## src/rtl/trace_pkg.sv

```systemverilog
// Shared definitions for the RAM write tracer USB path: packet layout,
// tag bytes and the byte serializer state encoding.
package trace_pkg;

    localparam int unsigned PKT_BITS = 24;
    localparam logic [7:0]  TAG_DATA = 8'hAA;
    localparam logic [7:0]  TAG_OVF  = 8'hFF;

    // State names the byte of the current packet presented on the bus.
    typedef enum logic [1:0] {
        SER_IDLE,
        SER_B2,
        SER_B1,
        SER_B0
    } ser_state_t;

endpackage

```

## src/rtl/sync_fifo.sv

```systemverilog
// Single-clock FIFO: register array, read/write pointers and an occupancy count.
// Head entry is visible combinationally on rd_data; writes into a full FIFO are refused.
module sync_fifo #(
    parameter int unsigned WIDTH      = 24,
    parameter int unsigned DEPTH_LOG2 = 4
) (
    input  logic                  clk,
    input  logic                  reset,
    input  logic                  wr_en,
    input  logic [WIDTH-1:0]      wr_data,
    input  logic                  rd_en,
    output logic [WIDTH-1:0]      rd_data,
    output logic                  full,
    output logic                  empty,
    output logic [DEPTH_LOG2:0]   count
);

    localparam logic [DEPTH_LOG2:0]   FULL_COUNT = {1'b1, {DEPTH_LOG2{1'b0}}};
    localparam logic [DEPTH_LOG2:0]   CNT_ONE    = {{DEPTH_LOG2{1'b0}}, 1'b1};
    localparam logic [DEPTH_LOG2-1:0] PTR_ONE    = {{(DEPTH_LOG2-1){1'b0}}, 1'b1};

    logic [WIDTH-1:0]      mem_q [2**DEPTH_LOG2];
    logic [DEPTH_LOG2-1:0] wr_ptr_q, wr_ptr_d;
    logic [DEPTH_LOG2-1:0] rd_ptr_q, rd_ptr_d;
    logic [DEPTH_LOG2:0]   count_q, count_d;
    logic                  wr_fire;
    logic                  rd_fire;

    assign full    = (count_q == FULL_COUNT);
    assign empty   = (count_q == '0);
    assign count   = count_q;
    assign rd_data = mem_q[rd_ptr_q];

    always_comb begin
        wr_fire  = wr_en && !full;
        rd_fire  = rd_en && !empty;
        wr_ptr_d = wr_ptr_q;
        rd_ptr_d = rd_ptr_q;
        count_d  = count_q;
        if (wr_fire) begin
            wr_ptr_d = wr_ptr_q + PTR_ONE;
        end
        if (rd_fire) begin
            rd_ptr_d = rd_ptr_q + PTR_ONE;
        end
        if (wr_fire && !rd_fire) begin
            count_d = count_q + CNT_ONE;
        end else if (rd_fire && !wr_fire) begin
            count_d = count_q - CNT_ONE;
        end
    end

    always_ff @(posedge clk) begin
        if (reset) begin
            wr_ptr_q <= '0;
            rd_ptr_q <= '0;
            count_q  <= '0;
        end else begin
            wr_ptr_q <= wr_ptr_d;
            rd_ptr_q <= rd_ptr_d;
            count_q  <= count_d;
        end
    end

    always_ff @(posedge clk) begin
        if (wr_fire) begin
            mem_q[wr_ptr_q] <= wr_data;
        end
    end

endmodule

```

## src/rtl/usb_trace_streamer.sv

```systemverilog
// Buffers 3-byte trace packets and serializes them MSB-first onto the FX2 slave FIFO bus,
// generating IFCLK = mclk/2 and reporting FIFO overflow drops with an in-band marker packet.
module usb_trace_streamer
    import trace_pkg::*;
#(
    parameter int unsigned DEPTH_LOG2 = 4
) (
    input  logic                  mclk,
    input  logic                  reset,
    input  logic [PKT_BITS-1:0]   pkt_data,
    input  logic                  pkt_strobe,
    input  logic                  usb_full,
    output logic [7:0]            usb_d,
    output logic                  usb_wr_strobe,
    output logic                  usb_ifclk,
    output logic [DEPTH_LOG2:0]   fifo_level,
    output logic                  overflow,
    output logic [15:0]           drop_count
);

    ser_state_t    state_q, state_d;
    logic          ifclk_q, ifclk_d;
    logic [7:0]    usb_d_q, usb_d_d;
    logic          wr_strobe_q, wr_strobe_d;
    logic [15:0]   pkt_lo_q, pkt_lo_d;
    logic          ovf_pending_q, ovf_pending_d;
    logic          overflow_q, overflow_d;
    logic [15:0]   drop_count_q, drop_count_d;

    logic                fifo_wr_en;
    logic [PKT_BITS-1:0] fifo_wr_data;
    logic                fifo_rd_en;
    logic [PKT_BITS-1:0] fifo_rd_data;
    logic                fifo_full;
    logic                fifo_empty;

    logic marker_wr;
    logic pkt_wr;
    logic pkt_drop;

    sync_fifo #(
        .WIDTH      (PKT_BITS),
        .DEPTH_LOG2 (DEPTH_LOG2)
    ) u_fifo (
        .clk     (mclk),
        .reset   (reset),
        .wr_en   (fifo_wr_en),
        .wr_data (fifo_wr_data),
        .rd_en   (fifo_rd_en),
        .rd_data (fifo_rd_data),
        .full    (fifo_full),
        .empty   (fifo_empty),
        .count   (fifo_level)
    );

    // A pending marker claims the first free slot, so a same-cycle packet is lost.
    always_comb begin
        marker_wr     = ovf_pending_q && !fifo_full;
        pkt_wr        = pkt_strobe && !fifo_full && !ovf_pending_q;
        pkt_drop      = pkt_strobe && (fifo_full || ovf_pending_q);
        fifo_wr_en    = marker_wr || pkt_wr;
        fifo_wr_data  = marker_wr ? {TAG_OVF, drop_count_q} : pkt_data;
        ovf_pending_d = ovf_pending_q;
        drop_count_d  = drop_count_q;
        overflow_d    = overflow_q || pkt_drop;
        if (marker_wr) begin
            ovf_pending_d = pkt_drop;
            drop_count_d  = pkt_drop ? 16'd1 : 16'd0;
        end else if (pkt_drop) begin
            ovf_pending_d = 1'b1;
            if (drop_count_q != 16'hFFFF) begin
                drop_count_d = drop_count_q + 16'd1;
            end
        end
    end

    always_comb begin
        state_d     = state_q;
        ifclk_d     = 1'b1;
        usb_d_d     = usb_d_q;
        wr_strobe_d = wr_strobe_q;
        pkt_lo_d    = pkt_lo_q;
        fifo_rd_en  = 1'b0;
        if (ifclk_q) begin
            ifclk_d = 1'b0;
            case (state_q)
                SER_IDLE, SER_B0: begin
                    if (!fifo_empty && !usb_full) begin
                        fifo_rd_en  = 1'b1;
                        usb_d_d     = fifo_rd_data[23:16];
                        pkt_lo_d    = fifo_rd_data[15:0];
                        wr_strobe_d = 1'b1;
                        state_d     = SER_B2;
                    end else begin
                        wr_strobe_d = 1'b0;
                        state_d     = (state_q == SER_B0 && usb_full) ? SER_B0 : SER_IDLE;
                    end
                end
                SER_B2: begin
                    wr_strobe_d = !usb_full;
                    if (!usb_full) begin
                        usb_d_d = pkt_lo_q[15:8];
                        state_d = SER_B1;
                    end
                end
                SER_B1: begin
                    wr_strobe_d = !usb_full;
                    if (!usb_full) begin
                        usb_d_d = pkt_lo_q[7:0];
                        state_d = SER_B0;
                    end
                end
                default: begin
                    wr_strobe_d = 1'b0;
                    state_d     = SER_IDLE;
                end
            endcase
        end
    end

    always_ff @(posedge mclk) begin
        if (reset) begin
            state_q       <= SER_IDLE;
            ifclk_q       <= 1'b0;
            usb_d_q       <= '0;
            wr_strobe_q   <= 1'b0;
            pkt_lo_q      <= '0;
            ovf_pending_q <= 1'b0;
            overflow_q    <= 1'b0;
            drop_count_q  <= '0;
        end else begin
            state_q       <= state_d;
            ifclk_q       <= ifclk_d;
            usb_d_q       <= usb_d_d;
            wr_strobe_q   <= wr_strobe_d;
            pkt_lo_q      <= pkt_lo_d;
            ovf_pending_q <= ovf_pending_d;
            overflow_q    <= overflow_d;
            drop_count_q  <= drop_count_d;
        end
    end

    assign usb_d         = usb_d_q;
    assign usb_wr_strobe = wr_strobe_q;
    assign usb_ifclk     = ifclk_q;
    assign overflow      = overflow_q;
    assign drop_count    = drop_count_q;

endmodule

```

## config.mk

```make
export PLATFORM = sky130hd
export DESIGN_NAME = usb_trace_streamer
export DESIGN_NICKNAME = d
export VERILOG_FILES = /design/src/rtl/trace_pkg.sv /design/src/rtl/sync_fifo.sv /design/src/rtl/usb_trace_streamer.sv
export SDC_FILE = /design/constraint.sdc
export NUM_CORES = 1
export LEC_CHECK = 0
export CAP_MARGIN = 20
export CORE_UTILIZATION = 30
export CTS_CLUSTER_DIAMETER = 80
export DETAILED_ROUTE_END_ITERATION = 8
export PLACE_DENSITY = 0.46
export REMOVE_ABC_BUFFERS = 1
export SYNTH_ARGS = -nofsm -noshare
export SYNTH_HDL_FRONTEND = slang
export SYNTH_SLANG_ARGS = --single-unit
```

## constraint.sdc

```tcl
create_clock -name mclk -period 3 [get_ports mclk]
set_input_delay 0.3 -clock mclk [delete_from_list [all_inputs] [get_ports mclk]]
set_output_delay 0.3 -clock mclk [all_outputs]
set_load 0.1 [all_outputs]
```

==> impl_metrics.yaml, run 1 <==
outcome:
  status: "completed"
min_path:
  worstHoldPathType: "primary input to flop"
  whs_path_depth: 3
  whs_endpoint: "drop_count[6]"
  min_from: "reset"
critical_path:
  startpoint_type: "flop"
  path_max_fanout: 5
  required_ns: 3.48
  endpoint_kind: "flop"
  reg2reg_depth: 11
  rr_startpoint: "state_q[0]"
  reg2reg_slack_ns: 0.22
  critPathKind: "flop to flop"
  cp.arrival_ns: 3.26
  timing.rr.end: "u_fifo.count[4]"
synth:
  yosysWarnings: 0
  synth_area_um2: 17800
  ys_async_sr_fraction_pct: 0
  synth-seq-cells: 447
  synth_cell_types: 52
  synth_most_common_cell: "edfxtp_1"
  synth_cells: 1024
  synth.top_cell.area_share_pct: 64.7
  yosys-top-cells-count: "edfxtp_1, mux2i_1, mux4_2"
  yosys_most_used_dff: "edfxtp_1"
  postSynthAreaPerCell_um2: 17.4
  synth_edf_count: 384
  synth_area_leader_cell: "edfxtp_1"
  synth.area.top_cells: "edfxtp_1, mux4_2, dfxtp_1"
  seq_area_frac_synth_pct: 71.8
placement:
  numPortBuffers: 59
  hpwl_um: 27200
  pre_cts_slack_ns: 0.110
  gp_congestion: 0.761
die:
  ios: 60
  die_y_um: 246
  design.core.area_um2: 58200
  initial_core_util_pct: 30.6
  die_width_um: 246
  rows: 88
  die_area_um2: 60400
timing:
  worstMarginPinSlew_ns: 0.962
  hold_viol: 0
  fin_skew_ns: 0.0176
  whs_ns: 0.131
  fmax_ghz: 0.360
  timing.final.ws_setup_ns: 0.220
  slew_violations: 0
  maxSlewHeadroom_pct: 35.5
  finalCriticalPeriod_ns: 2.78
  period_share_pct: 92.7
  finalSetupViolations: 0
  rsz0062_at_grt: "no"
  final.setup.tns_ns: 0
power:
  p_leak_nw: 6.71
  ir_drop_mv: 0.481
  power.density_nw_per_um2: 727
route:
  wl_per_cell_um: 23.5
  drc: 0
  route.vias.total: 9667
  drtAntennaViolNets: 0
  viasPerCell: 4.96
  first_pass_iters: 6
  drtIter0Drc: 724
  drt_wl_total_um: 45800
global_route:
  antenna_found_initial: 0
  grt_pass1_vias: 10163
  grt_start_max_net_pins: 44
  grt_usage_pct: 15.6
  grt_pass1_wl_um: 68400
  grt-ovfl-total: 0
clock_tree:
  cts.htree.levels: 2
  cts_hold_buffers: 0
  cts_resized: 0
  clkTransAtPathRegs_ns: 0.06
  clk_latency_ns: 0.59
  cts_buffer_depth: 3
  cts_buffers: 50
  clock-root-buffer: "clkbuf_16"
  cts_tree: "done"
  cts_setup_buffers: 0
  clock_sinks: 447
finish:
  layout-drive-gt1-share_pct: 21.5
  nets: 1183
  finish.utilization_pct: 36.6
  synthToLayoutAreaGrowth_pct: 19.5
  antenna_cells: 0
job:
  drv_cap: 0
cells by family (layout without fill, tap and decap cells):
kind of cell	Yosys count	in the layout	synth area share [%]
xor+xnor	8	8	0.393
mux	164	164	14.3
fa+ha+maj	14	14	1.03
buf+inv	71	230	1.81
compound gates	118	118	4.89
simple gates	202	202	5.82
flops	447	447	71.8
where the power goes:
| part | internal [mW] | total [mW] | leakage, nW | switching, mW |
|---|---|---|---|---|
| Sequential | 7.19 | 7.37 | 3.98 | 0.181 |
| Clock | 3.35 | 5.79 | 0.745 | 2.45 |
| Combinational | 0.789 | 2.32 | 1.98 | 1.53 |
| Total | 11.3 | 15.5 | 6.71 | 4.16 |
worst max path at each step:
stage | slack [ns] | end | from
after floorplan | -2.25 | usb_d[0] | flop
after global placement | 0.14 | u_fifo.count[4] | usb_full
after detailed placement | 0.11 | u_fifo.count[4] | usb_full
after CTS | 0.19 | u_fifo.count[4] | state_q[0]
after global routing | 0.02 | u_fifo.count[4] | state_q[0]
final | 0.22 | u_fifo.count[4] | state_q[0]
worst max-delay path: stages, from the launching register on:
cell and delay, ns:
dfxtp_1 0.37, inv_1 0.06, ha_1 0.30, and3b_1 0.21, o21ai_2 0.09, ha_1 0.20
inv_1 0.11, fa_1 0.42, a21o_1 0.19, a21oi_1 0.17, mux2i_1 0.21, mux2_2 0.34
registers in the layout (all words and copies together), names as in the netlist, 2 cells and up, named ones only:
register / flops
state_q: 2
usb_d: 8
u_fifo.count: 5
u_fifo.rd_ptr_q: 4
pkt_lo_q: 16
u_fifo.wr_ptr_q: 4
drop_count: 16
u_fifo.mem_q: 384
cell usage in the layout, fill, tap and decap left out, drive strengths merged, types with 9 or more instances in the layout:
| cell | instances |
|---|---|
| ha | 13 |
| buf | 99 |
| a21oi | 20 |
| inv | 12 |
| o2bb2ai | 9 |
| o221ai | 17 |
| mux2i | 91 |
| edfxtp | 384 |
| or3 | 10 |
| a22oi | 17 |
| clkdlybuf4s50 | 26 |
| nand2 | 64 |
| mux4 | 72 |
| clkbuf | 72 |
| nand3 | 44 |
| a211oi | 12 |
| dfxtp | 63 |
| clkinv | 18 |
| o211ai | 10 |
| nor2 | 26 |
| and2 | 13 |
per-stage QoR:
step	total power [mW]	std cells	instance area (um^2)
after floorplan	8.91	964	17500
after global placement	9.84	1854	19800
after detailed placement	9.86	1854	19800
after CTS	15.7	1948	21300
after global routing	16.1	1948	21300
final	15.5	1948	21300
cell type report:
cell class	count	area (um^2)
inverters	11	41.3
repair buffers	125	1200
fillers	5449	36900
clock buffers	72	1410
multi-input cells	506	4760
clock inverters	22	139
flip-flops and latches	447	12800
well taps	765	957
layer usage:
layer	share of wire (%)	global-route usage, %	vias up
met1	46	20.8	5061
met2	49	26.1	177
li1	-	-	4376
met4	1.6	3.54	0
met3	3.4	2.80	53
met5	0	0	-
No activity file was read; power rests on OpenSTA's default activity.
==> inputs of run 2 (changes only) <==
--- a/config.mk
+++ b/config.mk
@@ -9,6 +9,7 @@
 export CORE_UTILIZATION = 30
 export CTS_CLUSTER_DIAMETER = 80
 export DETAILED_ROUTE_END_ITERATION = 8
+export MAX_ROUTING_LAYER = met4
 export PLACE_DENSITY = 0.46
 export REMOVE_ABC_BUFFERS = 1
 export SYNTH_ARGS = -nofsm -noshare
==> run 2 against run 1 <==
Clock skew down 0.00077 ns. Clock power about the same. Non-clock buffer count unchanged. Sequential share of layout area did not move. Final area stayed put. Maximum frequency about the same. Register-to-register slack about the same. Flip-flop and latch count is the same. Largest cell class unchanged. Clock-buffer cell count unchanged.
==> impl_metrics.yaml, run 2 (synthesized netlist as in run 1, its figures left out) <==
die:
  die_y_um: 246
  rows: 88
  design.core.area_um2: 58200
  die_width_um: 246
  die_area_um2: 60400
  initial_core_util_pct: 30.6
  ios: 60
critical_path:
  reg2reg_depth: 11
  cp.arrival_ns: 3.26
  reg2reg_slack_ns: 0.22
  critPathKind: "flop to flop"
  rr_startpoint: "state_q[0]"
  path_max_fanout: 5
  timing.rr.end: "u_fifo.count[4]"
  startpoint_type: "flop"
  endpoint_kind: "flop"
  required_ns: 3.48
timing:
  whs_ns: 0.133
  hold_viol: 0
  finalSetupViolations: 0
  final.setup.tns_ns: 0
  finalCriticalPeriod_ns: 2.78
  worstMarginPinSlew_ns: 0.957
  fmax_ghz: 0.359
  fin_skew_ns: 0.0169
  period_share_pct: 92.7
  rsz0062_at_grt: "no"
  maxSlewHeadroom_pct: 35.8
  slew_violations: 0
route:
  drc: 0
  drtAntennaViolNets: 0
  first_pass_iters: 5
  viasPerCell: 4.97
  drtIter0Drc: 714
  route.vias.total: 9684
  wl_per_cell_um: 23.5
  drt_wl_total_um: 45800
outcome:
  status: "completed"
min_path:
  whs_path_depth: 3
  whs_endpoint: "drop_count[10]"
  worstHoldPathType: "primary input to flop"
  min_from: "reset"
placement:
  numPortBuffers: 59
  hpwl_um: 27200
  gp_congestion: 0.772
clock_tree:
  cts_buffer_depth: 3
  cts_hold_buffers: 0
  cts.htree.levels: 2
  cts_buffers: 50
  clock-root-buffer: "clkbuf_16"
  cts_resized: 0
  cts_setup_buffers: 0
  clock_sinks: 447
  cts_tree: "done"
  clkTransAtPathRegs_ns: 0.06
  clk_latency_ns: 0.58
global_route:
  grt-ovfl-total: 0
  grt_start_max_net_pins: 44
  grt_pass1_vias: 10152
  antenna_found_initial: 0
  grt_usage_pct: 16.0
  grt_pass1_wl_um: 68500
power:
  power.density_nw_per_um2: 726
  power_mw: 15.5
  p_leak_nw: 6.71
  ir_drop_mv: 0.483
finish:
  regMostFlops: "u_fifo.mem_q"
  synthToLayoutAreaGrowth_pct: 19.5
  final_common_cell: "edfxtp_1"
  nets: 1183
  layout-drive-gt1-share_pct: 21.5
  largest_register_ff_count: 384
  layout_common_cells: "edfxtp_1, mux2i_1, buf_4, mux4_2, nand2_1"
  antenna_cells: 0
job:
  drv_cap: 0
[run 2: cell counts in the layout (fill, tap and decap cells not counted)]
Identical to the previous run, type by type.
[run 2: per-layer routing]
layer	up-vias	part of all wire, %	GRT usage, %
met5	-	0	-
met4	0	1.5	3.58
met3	60	3.5	2.78
met2	189	49	26.1
met1	5057	46	20.9
li1	4378	-	-
[run 2: worst max-delay path by stage]
stage,from,endpoint,slack [ns],cells after the start
after global placement,usb_full,u_fifo.count[4],0.14,10
after detailed placement,usb_full,u_fifo.count[4],0.11,10
after global routing,state_q[0],u_fifo.count[4],0.02,11
after floorplan,flop,usb_d[0],-2.25,3
after CTS,state_q[0],u_fifo.count[4],0.19,11
final,state_q[0],u_fifo.count[4],0.22,11
[run 2: critical path, cell delays in order (launching register included)]
cell and delay [ns]:
dfxtp_1 0.37, inv_1 0.06, ha_1 0.30, and3b_1 0.22
o21ai_2 0.09, ha_1 0.20, inv_1 0.11, fa_1 0.42
a21o_1 0.19, a21oi_1 0.17, mux2i_1 0.21, mux2_2 0.34
[run 2: area by class of cell]
| type | count | area [um^2] |
|---|---|---|
| inverters | 11 | 41.3 |
| well taps | 765 | 957 |
| fillers | 5449 | 36900 |
| clock inverters | 22 | 139 |
| repair buffers | 125 | 1200 |
| flip-flops and latches | 447 | 12800 |
| multi-input cells | 506 | 4760 |
| clock buffers | 72 | 1410 |
[run 2: where the power goes]
group	internal, mW	total (mW)	switching (mW)
registers	7.19	7.37	0.181
clock network	3.35	5.78	2.44
logic	0.789	2.32	1.53
total	11.3	15.5	4.15
[run 2: stage by stage]
step           util (%)  instances  setup WS (ns)  cell area [um^2]
3_3_place_gp       33.9       1854          0.136             19800
6_report           36.6       1948          0.218             21300
5_1_grt            36.6       1948         0.0169             21300
3_5_place_dp       33.9       1854          0.110             19800
2_1_floorplan         -        964          -2.25             17500
4_1_cts            36.6       1948          0.194             21300
